File: src/rtl/mem_wb_skid_stage_pkg.sv
// Shared definitions for the MEM/WB skid stage: writeback select codes and buffer states.
// No logic; latency and backpressure are properties of mem_wb_skid_stage.
// Imported by the stage, its beat register and the bench.
package mem_wb_skid_stage_pkg;

    localparam logic [1:0] WB_SEL_ALU = 2'd0;
    localparam logic [1:0] WB_SEL_MEM = 2'd1;
    localparam logic [1:0] WB_SEL_PC4 = 2'd2;
    localparam logic [1:0] WB_SEL_FPU = 2'd3;

    typedef enum logic [1:0] {
        EMPTY = 2'd0,
        ONE   = 2'd1,
        FULL  = 2'd2
    } wb_state_t;

endpackage

File: src/rtl/wb_beat_reg.sv
// Enable-loaded register holding one packed writeback beat.
// Latency: one edge from en to q; async active-high reset clears to zero.
// No handshake of its own; the parent decides when to load.
module wb_beat_reg
    import mem_wb_skid_stage_pkg::*;
#(
    parameter int W = 8
) (
    input  logic         clk,
    input  logic         rst,
    input  logic         en,
    input  logic [W-1:0] d,
    output logic [W-1:0] q
);

    always_ff @(posedge clk or posedge rst) begin
        if (rst) begin
            q <= '0;
        end else if (en) begin
            q <= d;
        end
    end

endmodule

File: src/rtl/mem_wb_skid_stage.sv
// MEM/WB pipeline register as a two-entry skid buffer feeding the writeback mux.
// Latency: one cycle from accept into an empty stage to VALID_OUT; full throughput.
// READY_OUT is registered (low only when both entries hold beats); optional STALL_CNT under MEM_WB_STALL_CNT_EN.
module mem_wb_skid_stage
    import mem_wb_skid_stage_pkg::*;
#(
    parameter int DATA_W = 32,
    parameter int RD_W   = 5
) (
    input  logic              CLK,
    input  logic              RESET,
    input  logic              FLUSH,
    input  logic [DATA_W-1:0] ALU_IN,
    input  logic [DATA_W-1:0] MEM_IN,
    input  logic [DATA_W-1:0] PC4_IN,
    input  logic [DATA_W-1:0] FPU_IN,
    input  logic [1:0]        SEL_IN,
    input  logic [RD_W-1:0]   RD_IN,
    input  logic              REGWR_IN,
    input  logic              VALID_IN,
    output logic              READY_OUT,
    output logic [DATA_W-1:0] WB_INPUT1,
    output logic [DATA_W-1:0] WB_INPUT2,
    output logic [DATA_W-1:0] WB_INPUT3,
    output logic [DATA_W-1:0] WB_INPUT4,
    output logic [1:0]        WB_SELECT,
    output logic [RD_W-1:0]   WB_RD,
    output logic              WB_REGWR,
    output logic              VALID_OUT,
    input  logic              READY_IN
`ifdef MEM_WB_STALL_CNT_EN
    ,
    output logic [15:0]       STALL_CNT
`endif
);

    localparam int BEAT_W = 4 * DATA_W + 2 + RD_W + 1;

    wb_state_t         state_q, state_d;
    logic              ready_q;
    logic              accept, deliver;
    logic              main_en, skid_en, main_from_skid;
    logic [BEAT_W-1:0] in_beat, main_d, main_q, skid_q;
    logic              main_regwr;

    assign in_beat = {ALU_IN, MEM_IN, PC4_IN, FPU_IN, SEL_IN, RD_IN, REGWR_IN};
    assign main_d  = main_from_skid ? skid_q : in_beat;

    assign READY_OUT = ready_q;
    assign VALID_OUT = (state_q != EMPTY);
    assign accept    = VALID_IN && ready_q;
    assign deliver   = VALID_OUT && READY_IN;

    assign {WB_INPUT1, WB_INPUT2, WB_INPUT3, WB_INPUT4, WB_SELECT, WB_RD, main_regwr} = main_q;
    assign WB_REGWR = main_regwr && VALID_OUT;

    always_comb begin
        state_d        = state_q;
        main_en        = 1'b0;
        skid_en        = 1'b0;
        main_from_skid = 1'b0;
        case (state_q)
            EMPTY: begin
                if (accept) begin
                    state_d = ONE;
                    main_en = 1'b1;
                end
            end
            ONE: begin
                if (accept && deliver) begin
                    main_en = 1'b1;
                end else if (accept) begin
                    state_d = FULL;
                    skid_en = 1'b1;
                end else if (deliver) begin
                    state_d = EMPTY;
                end
            end
            FULL: begin
                // READY_OUT is low here, so only a delivery can move us.
                if (deliver) begin
                    state_d        = ONE;
                    main_en        = 1'b1;
                    main_from_skid = 1'b1;
                end
            end
            default: state_d = EMPTY;
        endcase
        if (FLUSH) begin
            state_d = EMPTY;
            main_en = 1'b0;
            skid_en = 1'b0;
        end
    end

    always_ff @(posedge CLK or posedge RESET) begin
        if (RESET) begin
            state_q <= EMPTY;
            ready_q <= 1'b1;
        end else begin
            state_q <= state_d;
            ready_q <= (state_d != FULL);
        end
    end

    wb_beat_reg #(.W(BEAT_W)) u_main (
        .clk (CLK),
        .rst (RESET),
        .en  (main_en),
        .d   (main_d),
        .q   (main_q)
    );

    wb_beat_reg #(.W(BEAT_W)) u_skid (
        .clk (CLK),
        .rst (RESET),
        .en  (skid_en),
        .d   (in_beat),
        .q   (skid_q)
    );

`ifdef MEM_WB_STALL_CNT_EN
    logic [15:0] stall_q;

    always_ff @(posedge CLK or posedge RESET) begin
        if (RESET) begin
            stall_q <= '0;
        end else if (FLUSH) begin
            stall_q <= '0;
        end else if (VALID_OUT && !READY_IN && (stall_q != 16'hFFFF)) begin
            stall_q <= stall_q + 16'd1;
        end
    end

    assign STALL_CNT = stall_q;
`endif

endmodule

File: config.mk
export PLATFORM = sky130hd
export DESIGN_NAME = mem_wb_skid_stage
export DESIGN_NICKNAME = d
export VERILOG_FILES = /design/src/rtl/mem_wb_skid_stage_pkg.sv /design/src/rtl/wb_beat_reg.sv /design/src/rtl/mem_wb_skid_stage.sv
export SDC_FILE = /design/constraint.sdc
export NUM_CORES = 1
export LEC_CHECK = 0
export CORE_AREA = 2 2 171 173
export CTS_CLUSTER_DIAMETER = 40
export DETAILED_ROUTE_END_ITERATION = 16
export DIE_AREA = 0 0 173 175
export PLACE_DENSITY = 0.75
export SETUP_SLACK_MARGIN = 0.4
export SLEW_MARGIN = 20
export SYNTH_ARGS = -nofsm -noshare
export SYNTH_HDL_FRONTEND = slang
export SYNTH_HIERARCHICAL = 1
export SYNTH_SLANG_ARGS = --single-unit
File: constraint.sdc
create_clock -name CLK -period 4.2 [get_ports CLK]
set_clock_uncertainty 0.05 [all_clocks]
set_input_delay 0.63 -clock CLK [delete_from_list [all_inputs] [get_ports CLK]]
set_output_delay 0.63 -clock CLK [all_outputs]
set_load 0.03 [all_outputs]
; ---- After elaboration in Yosys (flattened, before gate mapping)
; Index checks and enable logic that the tools add are counted.
[classes]
eq_ne = 3
reduce_logical = 6
mux = 17
[ops]
columns = op, n
row1 = 136-bit 2-to-1 mux, 1
row2 = 2-bit 2-to-1 mux, 6
row3 = 1-bit 2-to-1 mux, 8
row4 = 2-bit case mux with 3 select lines, 1
row5 = 1-bit logical AND, 4
row6 = 1-bit case mux with 3 select lines, 1
row7 = "2-bit by 1-bit equality test with 1-bit output, second input constant", 1
row8 = "2-bit equality test, second input constant", 1
row9 = 2-bit zero test, 1
row10 = "2-bit inequality test, second input constant", 1
row11 = 2-bit nonzero test, 1
[totals]
output_inout_bits = 138
elab_cells = 30
reg_bits = 275
input_bits = 141

; ---- Depth between registers and ports, before layout
; Gate-level depths: netlist of the first run.
[depth]
word_depth = 8
mapped_depth = 9
depth_no_buf = 4

; ---- By module
; Netlist of the first run, hierarchy kept.
[modules_own_cells]
columns = mod, cells_each, area_per_inst_um2, instances, seq_area_each_um2
row1 = wb_beat_reg, 288, 5201.2, 2, 3403.3
row2 = mem_wb_skid_stage, 172, 2466.1, 1, 76.3

; ---- Worst setup path after synthesis of the first run
; No wires, ideal clock.
[synth_timing]
path_kind = input -> register
from = input port READY_IN
to = register u_main.q[100]
stages = 9
setup_slack_ns = 2.012
n_path_buf = 5
arrival_time_ns = 2.013
cell_sequence = nand3b_2 > buf_6 > buf_6 > o21a_1 > a21oi_1 > buf_6 > buf_6 > buf_6 > mux2_4
[synth_between]
elab_chain_cells = 5
elab_cells_between_ends = 8
cone_classes = mux (6) / reduce/logical (2)
[synth_lines]
columns = item, line
row1 = from (decl), mem_wb_skid_stage.sv:30  ; input logic READY_IN
row2 = 1-bit logical AND (*), mem_wb_skid_stage.sv:52  ; assign deliver = VALID_OUT && READY_IN;
row3 = 1-bit logical AND, mem_wb_skid_stage.sv:70  ; if (accept && deliver) begin
row4 = 1-bit 2-to-1 mux, mem_wb_skid_stage.sv:70
row5 = 1-bit case mux with 3 select lines (*), mem_wb_skid_stage.sv:62  ; case (state_q)
row6 = 1-bit 2-to-1 mux (*), mem_wb_skid_stage.sv:89  ; if (FLUSH) begin
row7 = via main_en, mem_wb_skid_stage.sv:42  ; logic main_en, skid_en, main_from_skid;
row8 = to (signal assigned), wb_beat_reg.sv:18  ; q <= '0;
row9 = to (signal assigned), wb_beat_reg.sv:20  ; q <= d;
row10 = to (decl), wb_beat_reg.sv:13  ; output logic [W-1:0] q
; Mark *: on every way through the listed nets, which the timed path passes. The rest lies on a longest branch.
; A chain may end at the register's enable or synchronous reset.

; ---- Final worst setup path of the first run
[layout_timing]
from = register state_q[1]
to = output port WB_REGWR
[layout_between]
elab_chain_cells = 2
[layout_lines]
columns = item, line
row1 = from (decl), mem_wb_skid_stage.sv:39  ; wb_state_t state_q, state_d;
row2 = from (signal assigned), mem_wb_skid_stage.sv:101  ; state_q <= state_d;
row3 = 2-bit nonzero test, mem_wb_skid_stage.sv:50  ; assign VALID_OUT = (state_q != EMPTY);
row4 = 1-bit logical AND, mem_wb_skid_stage.sv:55  ; assign WB_REGWR = main_regwr && VALID_OUT;
row5 = to (decl), mem_wb_skid_stage.sv:28  ; output logic WB_REGWR,
; No other way between the ends.

==> results of run 1 <==
## path summary, 6_finish.rpt
| kind | start | endpoint | slack (ns) | cells after the start |
|---|---|---|---|---|
| max in group asynchronous | RESET | u_skid/q[63] | 2.61 | 3 |
| setup / recovery | state_q[1] | WB_REGWR | 1.45 | 3 |
| hold reg to reg | u_main/q[0] | u_main/q[0] | 0.45 | 1 |
| setup reg to reg | state_q[1] | u_main/q[63] | 1.72 | 5 |
| hold / removal | RESET | state_q[1] | 0.41 | 2 |
| min in group CLK | u_main/q[0] | u_main/q[0] | 0.45 | 1 |
## layout by cell type (no fill, tap or decap)
master	instances
mux2_2	199
nand3b_4	1
clkdlybuf4s50_1	278
clkbuf_1	2
or2_2	2
o22ai_1	1
mux2_4	209
buf_4	1
and3b_1	1
and2_1	1
a211o_1	1
nor3_2	1
dfrtp_1	274
mux2i_1	1
clkbuf_8	6
nand2b_1	1
a21oi_4	1
clkbuf_16	43
clkinv_2	9
o21a_1	1
clkinv_4	1
clkinvlp_4	10
dfstp_2	1
nand2_1	3
buf_12	9
bufinv_16	5
and2b_1	1
inv_1	1
a211oi_1	1
inv_6	5
## registers in the layout (all words and copies together), names as in the netlist
name and count:
u_skid/q 136, state_q 2, READY_OUT 1, u_main/q 136
## per-layer routing
metal	global-route usage (%)	vias up	wire [um]	part of all wire, %
met5	0	-	9	0.033
met4	4.873	2	599	2.2
met3	6.484	48	2165	7.8
met2	29.37	225	12790	46
met1	23.81	3709	12110	44
li1	-	3272	-	-
## per-stage QoR
| stage | power, mW | hold WS, ns | instance area [sq um] | worst slack, ns | utilization (%) |
|---|---|---|---|---|---|
| after global routing | 10.53 | 0.3965 | 17340 | 1.381 | 61.09 |
| after CTS | 10.21 | 0.3778 | 17340 | 1.407 | 61.09 |
| after floorplan | 5.493 | 0.3329 | 12880 | 1.827 | - |
| after detailed placement | 6.554 | 0.4382 | 15870 | 1.200 | 55.90 |
| final | 10.08 | 0.4076 | 17340 | 1.449 | 61.09 |
| after global placement | 6.472 | 0.4331 | 15870 | 1.234 | 55.90 |
## where the power goes
part           internal (mW)  total [mW]  switching, mW  leakage [nW]
Clock                   2.30        3.57           1.27         0.709
Sequential              3.42        3.82          0.400          3.30
Combinational           1.49        2.69           1.20          3.84
Total                   7.20        10.1           2.88          7.84
## cells by family (layout without fill, tap and decap cells)
group / after synthesis / after routing
compound gates: 5 / 5
buf+inv: 48 / 370
flops: 275 / 275
mux: 409 / 409
simple gates: 11 / 11
## area by class of cell
| class | count | area, sq um | share of cell area [%] |
|---|---|---|---|
| Clock inverter | 28 | 307.8 | 1.775 |
| Inverter | 3 | 18.77 | 0.1082 |
| Tap cell | 384 | 480.5 | 2.770 |
| Timing Repair Buffer | 288 | 2970 | 17.13 |
| Clock buffer | 51 | 1166 | 6.723 |
| Sequential cell | 275 | 6883 | 39.68 |
| Multi-Input combinational cell | 425 | 5518 | 31.81 |
==> flow_metrics.py, run 1 <==
metrics = {
    "outcome": {
        "status": "finished, final reports clean",
    },
    "clock_network": {
        "cts_tree": "yes",
        "cts-root-buf": "clkbuf_16",
        "cts_hold_buffers": 0,
        "clkLatencyLatePin_ns": 0.52,
        "numCtsBuffers": 43,
        "htree_num_levels": 2,
        "cts_resized": 0,
        "clk_pin_slew_ns": 0.05,
        "post_cts_buffers": 0,
        "cts_buffer_depth": 3,
        "clock-sinks": 275,
    },
    "critical_path": {
        "crit_arrival_ns": 2.07,
        "cp_cell_sequence": "or2_2 > and2_1 > clkdlybuf4s50_1",
        "crit_buf_inv": 1,
        "endpoint_kind": "output pin",
        "cp_top_family": "buffers and inverters",
        "critPathMaxStageDelay_ns": 0.60,
        "start_kind": "flop",
        "cp_max_fo": 5,
        "cp.required_ns": 3.52,
        "criticalPathCategory": "flop to output pin",
        "cpMaxStageDelayCell": "clkdlybuf4s50_1",
    },
    "timing": {
        "hold_violations": 0,
        "worst_slew_pin_slew_ns": 0.9088,
        "setup_viol": 0,
        "fmax_mhz": 363.5,
        "rsz0062_at_grt": "no",
        "slew_viol_final": 0,
        "final.period_utilization_pct": 65.50,
        "finalCriticalPeriod_ns": 2.751,
        "max-slew-margin-rel_pct": 39.41,
        "setup-tns-final_ns": 0,
    },
    "yosys": {
        "syn_nets": 889,
        "synth_top_area_share_pct": 53.28,
        "synth.area.top_cells": "dfrtp_1 (53%), mux2_4 (24%), mux2_2 (17%)",
        "yosysSeqAreaShare_pct": 53.49,
        "syn_inst": 748,
        "synth.distinct_cells": 22,
        "synth_seq_cells": 275,
        "synthesis.area_sq_mm": 0.01287,
        "syn_avg_cell_area_sq_um": 17.20,
        "synthXorXnorAreaFrac_pct": 0,
        "synth_simple_gate_area_share_pct": 0.5348,
        "yosys-top-cells-count": "dfrtp_1 (274), mux2_4 (209), mux2_2 (199)",
        "synth_edf_count": 0,
        "synth_top_area_cell": "dfrtp_1",
        "yosysMostFrequentCell": "dfrtp_1",
        "yosys_most_used_dff": "dfrtp_1",
        "synth_top_family_by_area": "multiplexers",
        "muxShareOfSynthArea_pct": 41.88,
        "synthAdderAreaFrac_pct": 0,
        "async_reset_ff_share_pct": 100.0,
        "ys.warnings.count": 6,
        "synth_compound_area_share_pct": 0.2722,
    },
    "layout": {
        "diodes": 0,
        "area_growth_pct": 34.78,
        "nNetsFinal": 1177,
        "final_layout_size_suffix_gt1_share_pct": 47.01,
        "fillers": 2139,
        "fin_cells": 1454,
    },
    "placement": {
        "place_inst": 1375,
        "io_buffers": 278,
        "dp_hpwl_um": 17320,
        "gp_congestion": 0.7239,
    },
    "global_route": {
        "antenna_found_initial": 1,
        "grt_pass1_vias": 8020,
        "grt.total_usage_pct": 18.36,
        "grt_pass1_wl_um": 44430,
        "grt_max_degree": 110,
        "overflow": 0,
    },
    "pwr": {
        "power_leakage_nw": 7.844,
        "ir_drop_v": 0.0003737,
        "powerDensity_mw_per_mm2": 581.1,
    },
    "job": {
        "cap_viol_max_count": 0,
    },
    "die": {
        "row_count": 62,
        "core_sq_mm": 0.02839,
        "initial_core_util_pct": 45.32,
        "die_h_um": 175,
        "io_pins": 279,
        "die_area_sq_mm": 0.03028,
        "fp.dieW_um": 173,
    },
    "route": {
        "drc": 0,
        "via_per_inst": 4.990,
        "drt-total-wl_um": 27670,
        "antenna_left": 0,
        "drt_pre_antenna_iters": 4,
        "wl_per_cell_um": 19.03,
        "num_vias": 7256,
        "drt_first_iter_violations": 231,
    },
    "min_path": {
        "hp-class": "primary input to asynchronous set/reset pin",
    },
}
(Power assumes the default switching activity.)
==> inputs of run 2 (changes only) <==
CORE_AREA = 2 2 162 164   (was 2 2 171 173)
DIE_AREA = 0 0 164 166   (was 0 0 173 175)
PLACE_DENSITY = 0.8   (was 0.75)
clock period = 2.7 ns   (was 4.2 ns; I/O delays follow)
==> flow_metrics.py, run 2 (same netlist as run 1, synthesis figures left out) <==
metrics = {
    "outcome": {
        "status": "finished, final reports clean",
    },
    "global_route": {
        "grt_pass1_wl_um": 44630,
        "overflow": 0,
        "grt_pass1_vias": 8087,
        "grt.total_usage_pct": 20.49,
        "grt_max_degree": 65,
        "antenna_found_initial": 0,
    },
    "die": {
        "core_sq_mm": 0.02562,
        "die_h_um": 166,
        "io_pins": 279,
        "die_area_sq_mm": 0.02722,
        "row_count": 59,
        "fp.dieW_um": 164,
        "initial_core_util_pct": 50.24,
    },
    "timing": {
        "hold_violations": 0,
        "setup-tns-final_ns": 0,
        "final.period_utilization_pct": 82.80,
        "finalCriticalPeriod_ns": 2.236,
        "setup_viol": 0,
        "slew_viol_final": 0,
        "max-slew-margin-rel_pct": 49.57,
        "rsz0062_at_grt": "no",
        "worst_slew_pin_slew_ns": 0.7548,
        "fmax_mhz": 447.3,
    },
    "clock_network": {
        "htree_num_levels": 2,
        "cts_tree": "yes",
        "numCtsBuffers": 41,
        "clock-sinks": 275,
        "cts_buffer_depth": 3,
        "cts-root-buf": "clkbuf_16",
        "post_cts_buffers": 0,
        "clk_pin_slew_ns": 0.05,
        "clkLatencyLatePin_ns": 0.52,
    },
    "job": {
        "cap_viol_max_count": 0,
    },
    "layout": {
        "area_growth_pct": 36.28,
        "nNetsFinal": 1196,
        "top_regs": "u_main/q x136, u_skid/q x136, state_q x2",
        "final_layout_size_suffix_gt1_share_pct": 47.65,
        "layout_common_cells": "clkdlybuf4s50_1 (276), dfrtp_1 (273), mux2_4 (209)",
        "layout.cells.most_common": "clkdlybuf4s50_1",
        "diodes": 0,
        "final_area_sq_mm": 0.01754,
    },
    "route": {
        "drt-total-wl_um": 27580,
        "drt_pre_antenna_iters": 6,
        "route.met3.wl_um": 2240,
        "wl_per_cell_um": 19.40,
        "drc": 0,
        "routed.top_layer": "met4",
        "m1WireLength_um": 11780,
        "routed-wl-met2_um": 13090,
        "drt_first_iter_violations": 266,
        "antenna_left": 0,
        "num_vias": 7329,
        "via_per_inst": 5.154,
    },
    "min_path": {
        "hp-class": "primary input to asynchronous set/reset pin",
    },
    "pwr": {
        "power_leakage_nw": 7.988,
        "powerDensity_mw_per_mm2": 895.3,
        "ir_drop_v": 0.0006016,
    },
    "critical_path": {
        "cp.required_ns": 2.25,
        "worstReg2RegEnd": "u_main/q[112]",
        "crit_arrival_ns": 1.78,
        "endpoint_kind": "output pin",
        "critPathLaunch": "state_q[1]",
        "crit_path_end": "WB_REGWR",
        "start_kind": "flop",
        "cp_max_fo": 5,
        "r2r_start": "state_q[1]",
        "r2r_slack_ns": 0.50,
        "ff2ff_path_depth": 5,
        "criticalPathCategory": "flop to output pin",
    },
    "placement": {
        "io_buffers": 278,
        "place_area_sq_mm": 0.01609,
        "dp_hpwl_um": 18530,
        "gp_congestion": 0.7381,
    },
}
==> run 2: cell count changes in the layout (fill, tap and decap cells not counted), moves of 3 or more <==
cell	delta
clkbuf_1	+3
clkinvlp_4	-5
buf_4	+11
clkbuf_8	-4
buf_12	+10
clkinv_2	-3
==> run 2: layer usage <==
| metal | track usage (%) | up-vias |
|---|---|---|
| met2 | 33.16 | 247 |
| met5 | 0 | - |
| met4 | 4.462 | 0 |
| li1 | - | 3307 |
| met3 | 6.718 | 40 |
| met1 | 26.97 | 3735 |
==> run 2: worst min-delay path by stage <==
stage,start,depth (start not counted),slack [ns],end
3_5_place_dp,u_main/q[0],1,0.44,u_main/q[0]
6_report,RESET,2,0.19,state_q[1]
2_1_floorplan,RESET,1,0.11,state_q[0]
3_3_place_gp,u_skid/q[135],1,0.44,u_skid/q[135]
4_1_cts,RESET,2,0.18,state_q[1]
5_1_grt,RESET,2,0.20,state_q[1]
==> run 2: critical path: stages (launching register included) <==
cell	delay, ns
dfrtp_2	0.44
or2_2	0.32
and2_1	0.18
clkdlybuf4s15_1	0.33
==> run 2: power by group <==
group | internal, mW | switching, mW
sequential | 5.31 | 0.651
combinational | 2.35 | 1.89
clock | 3.57 | 1.93
total | 11.2 | 4.47
==> run 2: per-stage QoR <==
stage	util (%)	power, mW	hold slack [ns]	std cells	setup slack, ns
global placement	62.82	10.10	0.4363	1347	0.3002
finish	68.46	15.70	0.1950	1422	0.4645
detailed placement	62.82	10.26	0.4387	1347	0.2594
CTS	68.45	15.88	0.1751	1422	0.4077
floorplan	-	8.545	0.1079	748	0.5519
global route	68.46	16.38	0.1997	1422	0.4080
==> run 2: area by class of cell <==
class,count,area (sq um)
fillers,1728,8079
flip-flops and latches,275,6884
multi-input cells,425,5518
repair buffers,309,3252
clock buffers,50,1122
well taps,335,419.2
clock inverters,25,322.8
inverters,3,18.77
==> run 2: what timing repair did <==
action / CTS / global route
gates resized for setup: 2 / 2
hold buffers: 0 / 0
gates cloned: 0 / 0
setup endpoints to repair: 2 / 1
==> inputs of run 3 (changes only) <==
CORE_AREA = 2 2 171 173   (was 2 2 162 164)
DIE_AREA = 0 0 173 175   (was 0 0 164 166)
PLACE_DENSITY = 0.75   (was 0.8)
clock period = 1.9 ns   (was 2.7 ns; I/O delays follow)
==> flow_metrics.py, run 3 (same netlist as run 1, synthesis figures left out) <==
metrics = {
    "clock_network": {
        "cts-root-buf": "clkbuf_16",
        "clk_pin_slew_ns": 0.05,
        "htree_num_levels": 2,
        "cts_hold_buffers": 0,
        "clock-sinks": 275,
        "cts_tree": "yes",
        "numCtsBuffers": 39,
        "clkLatencyLatePin_ns": 0.51,
        "cts_buffer_depth": 3,
    },
    "route": {
        "num_vias": 7671,
        "drt_first_iter_violations": 246,
        "antenna_left": 0,
        "drt_pre_antenna_iters": 4,
        "drc": 0,
        "wl_per_cell_um": 19.97,
        "via_per_inst": 4.997,
        "drt-total-wl_um": 30650,
    },
    "critical_path": {
        "critPathLaunch": "READY_OUT",
        "crit_path_end": "u_skid/q[112]",
        "endpoint_kind": "flop",
        "ff2ff_path_depth": 7,
        "crit_arrival_ns": 2.36,
        "start_kind": "flop",
        "cp.required_ns": 2.24,
        "cp_max_fo": 10,
        "r2r_slack_ns": -0.12,
        "r2r_start": "READY_OUT",
        "criticalPathCategory": "flop to flop",
        "worstReg2RegEnd": "u_skid/q[112]",
    },
    "layout": {
        "final_layout_size_suffix_gt1_share_pct": 63.08,
        "layout.cells.most_common": "mux2_4",
        "area_growth_pct": 40.53,
        "nNetsFinal": 1265,
        "diodes": 0,
        "regArea_sq_mm": 0.006883,
        "fillers": 2077,
        "multi_input_area_sq_mm": 0.006055,
        "final_area_sq_mm": 0.01808,
        "top_regs": "u_main/q x136, u_skid/q x136, state_q x2",
        "layout_common_cells": "mux2_4 (346), dfrtp_1 (274), clkdlybuf4s50_1 (140)",
    },
    "global_route": {
        "antenna_found_initial": 0,
        "grt_pass1_wl_um": 46420,
        "grt.total_usage_pct": 19.15,
        "grt_pass1_vias": 8377,
        "overflow": 0,
        "grt_max_degree": 70,
    },
    "timing": {
        "rsz0062_at_grt": "yes",
        "slew_viol_final": 0,
        "finalCriticalPeriod_ns": 2.020,
        "fin_ws_ns": -0.1196,
        "worst_slew_pin_slew_ns": 0.4038,
        "final.period_utilization_pct": 106.3,
        "hold_violations": 0,
        "max-slew-margin-rel_pct": 73.08,
        "fmax_mhz": 495.1,
        "setup_viol": 266,
    },
    "outcome": {
        "violations": "setup timing",
        "status": "complete, but fails checks",
    },
    "job": {
        "cap_viol_max_count": 0,
    },
    "die": {
        "die_h_um": 175,
        "core_sq_mm": 0.02839,
        "die_area_sq_mm": 0.03028,
        "initial_core_util_pct": 45.32,
        "fp.dieW_um": 173,
        "io_pins": 279,
        "row_count": 62,
    },
    "placement": {
        "io_buffers": 278,
        "place_area_sq_mm": 0.01675,
        "gp_congestion": 0.7612,
        "dp_hpwl_um": 19890,
        "post-place-ws_ns": -0.3106,
    },
    "pwr": {
        "ir_drop_v": 0.0008159,
        "powerDensity_mw_per_mm2": 1176,
        "power_leakage_nw": 8.783,
    },
    "min_path": {
        "hp-class": "primary input to asynchronous set/reset pin",
    },
}
run 3: cell count changes in the layout (fill, tap and decap cells not counted), moves of 3 or more:
cell and change:
clkbuf_2 +106, buf_12 +4, clkinv_2 +3, bufinv_16 -6, mux2_2 -137, buf_8 +10
buf_4 +32, buf_6 +20, buf_2 +28, mux2_4 +137, clkdlybuf4s50_1 -136
run 3: through the flow:
step | cells | hold WS, ns | util (%) | total power [mW] | TNS, ns
floorplan | 748 | -0.01208 | - | 12.35 | -44.26
global placement | 1445 | 0.4356 | 59.00 | 14.66 | -63.22
detailed placement | 1445 | 0.4426 | 59.00 | 14.84 | -70.94
CTS | 1524 | 0.07915 | 63.67 | 21.61 | -6.419
global route | 1535 | 0.1411 | 63.69 | 22.22 | -32.23
finish | 1535 | 0.1445 | 63.69 | 21.27 | -16.03
run 3: timing repair:
| action | CTS | global route |
|---|---|---|
| cloned | 2 | 6 |
| endpoints found under the setup margin | 410 | 386 |
| resized for setup | 199 | 313 |
| buffers inserted | 9 | 5 |
| pin swaps | 0 | 2 |
run 3: layout make-up:
class | instances | share of cell area (%)
Clock buffer | 45 | 5.687
Clock inverter | 23 | 0.9271
Inverter | 3 | 0.1038
Multi-Input combinational cell | 425 | 33.48
Sequential cell | 275 | 38.06
Tap cell | 384 | 2.657
Timing Repair Buffer | 380 | 19.08
run 3: worst max-delay path, stage by stage, from the launching register on:
cell     delay (ns)
dfstp_2        0.56
and3b_2        0.21
nand2_2        0.08
nor3_4         0.16
buf_6          0.17
buf_12         0.16
buf_12         0.15
mux2_2         0.33
run 3: layer usage:
layer  wire length (um)  share of wire (%)  global-route usage, %
met5                  0                  0                      0
met4                538                1.8                  4.802
met3               1920                6.3                  5.548
met2              14560                 47                  31.08
met1              13640                 44                  25.33
run 3: power breakdown:
part | switching, mW | internal [mW] | leakage [nW]
logic | 2.77 | 3.30 | 4.90
registers | 1.03 | 7.55 | 3.30
clock network | 2.68 | 3.94 | 0.589
run 3: worst min-delay path by stage:
stage               slack [ns]           to
floorplan                -0.01   state_q[0]
global placement          0.44  u_skid/q[1]
detailed placement        0.44  u_skid/q[0]
CTS                       0.08   state_q[0]
global route              0.14   state_q[0]
finish                    0.14   state_q[0]
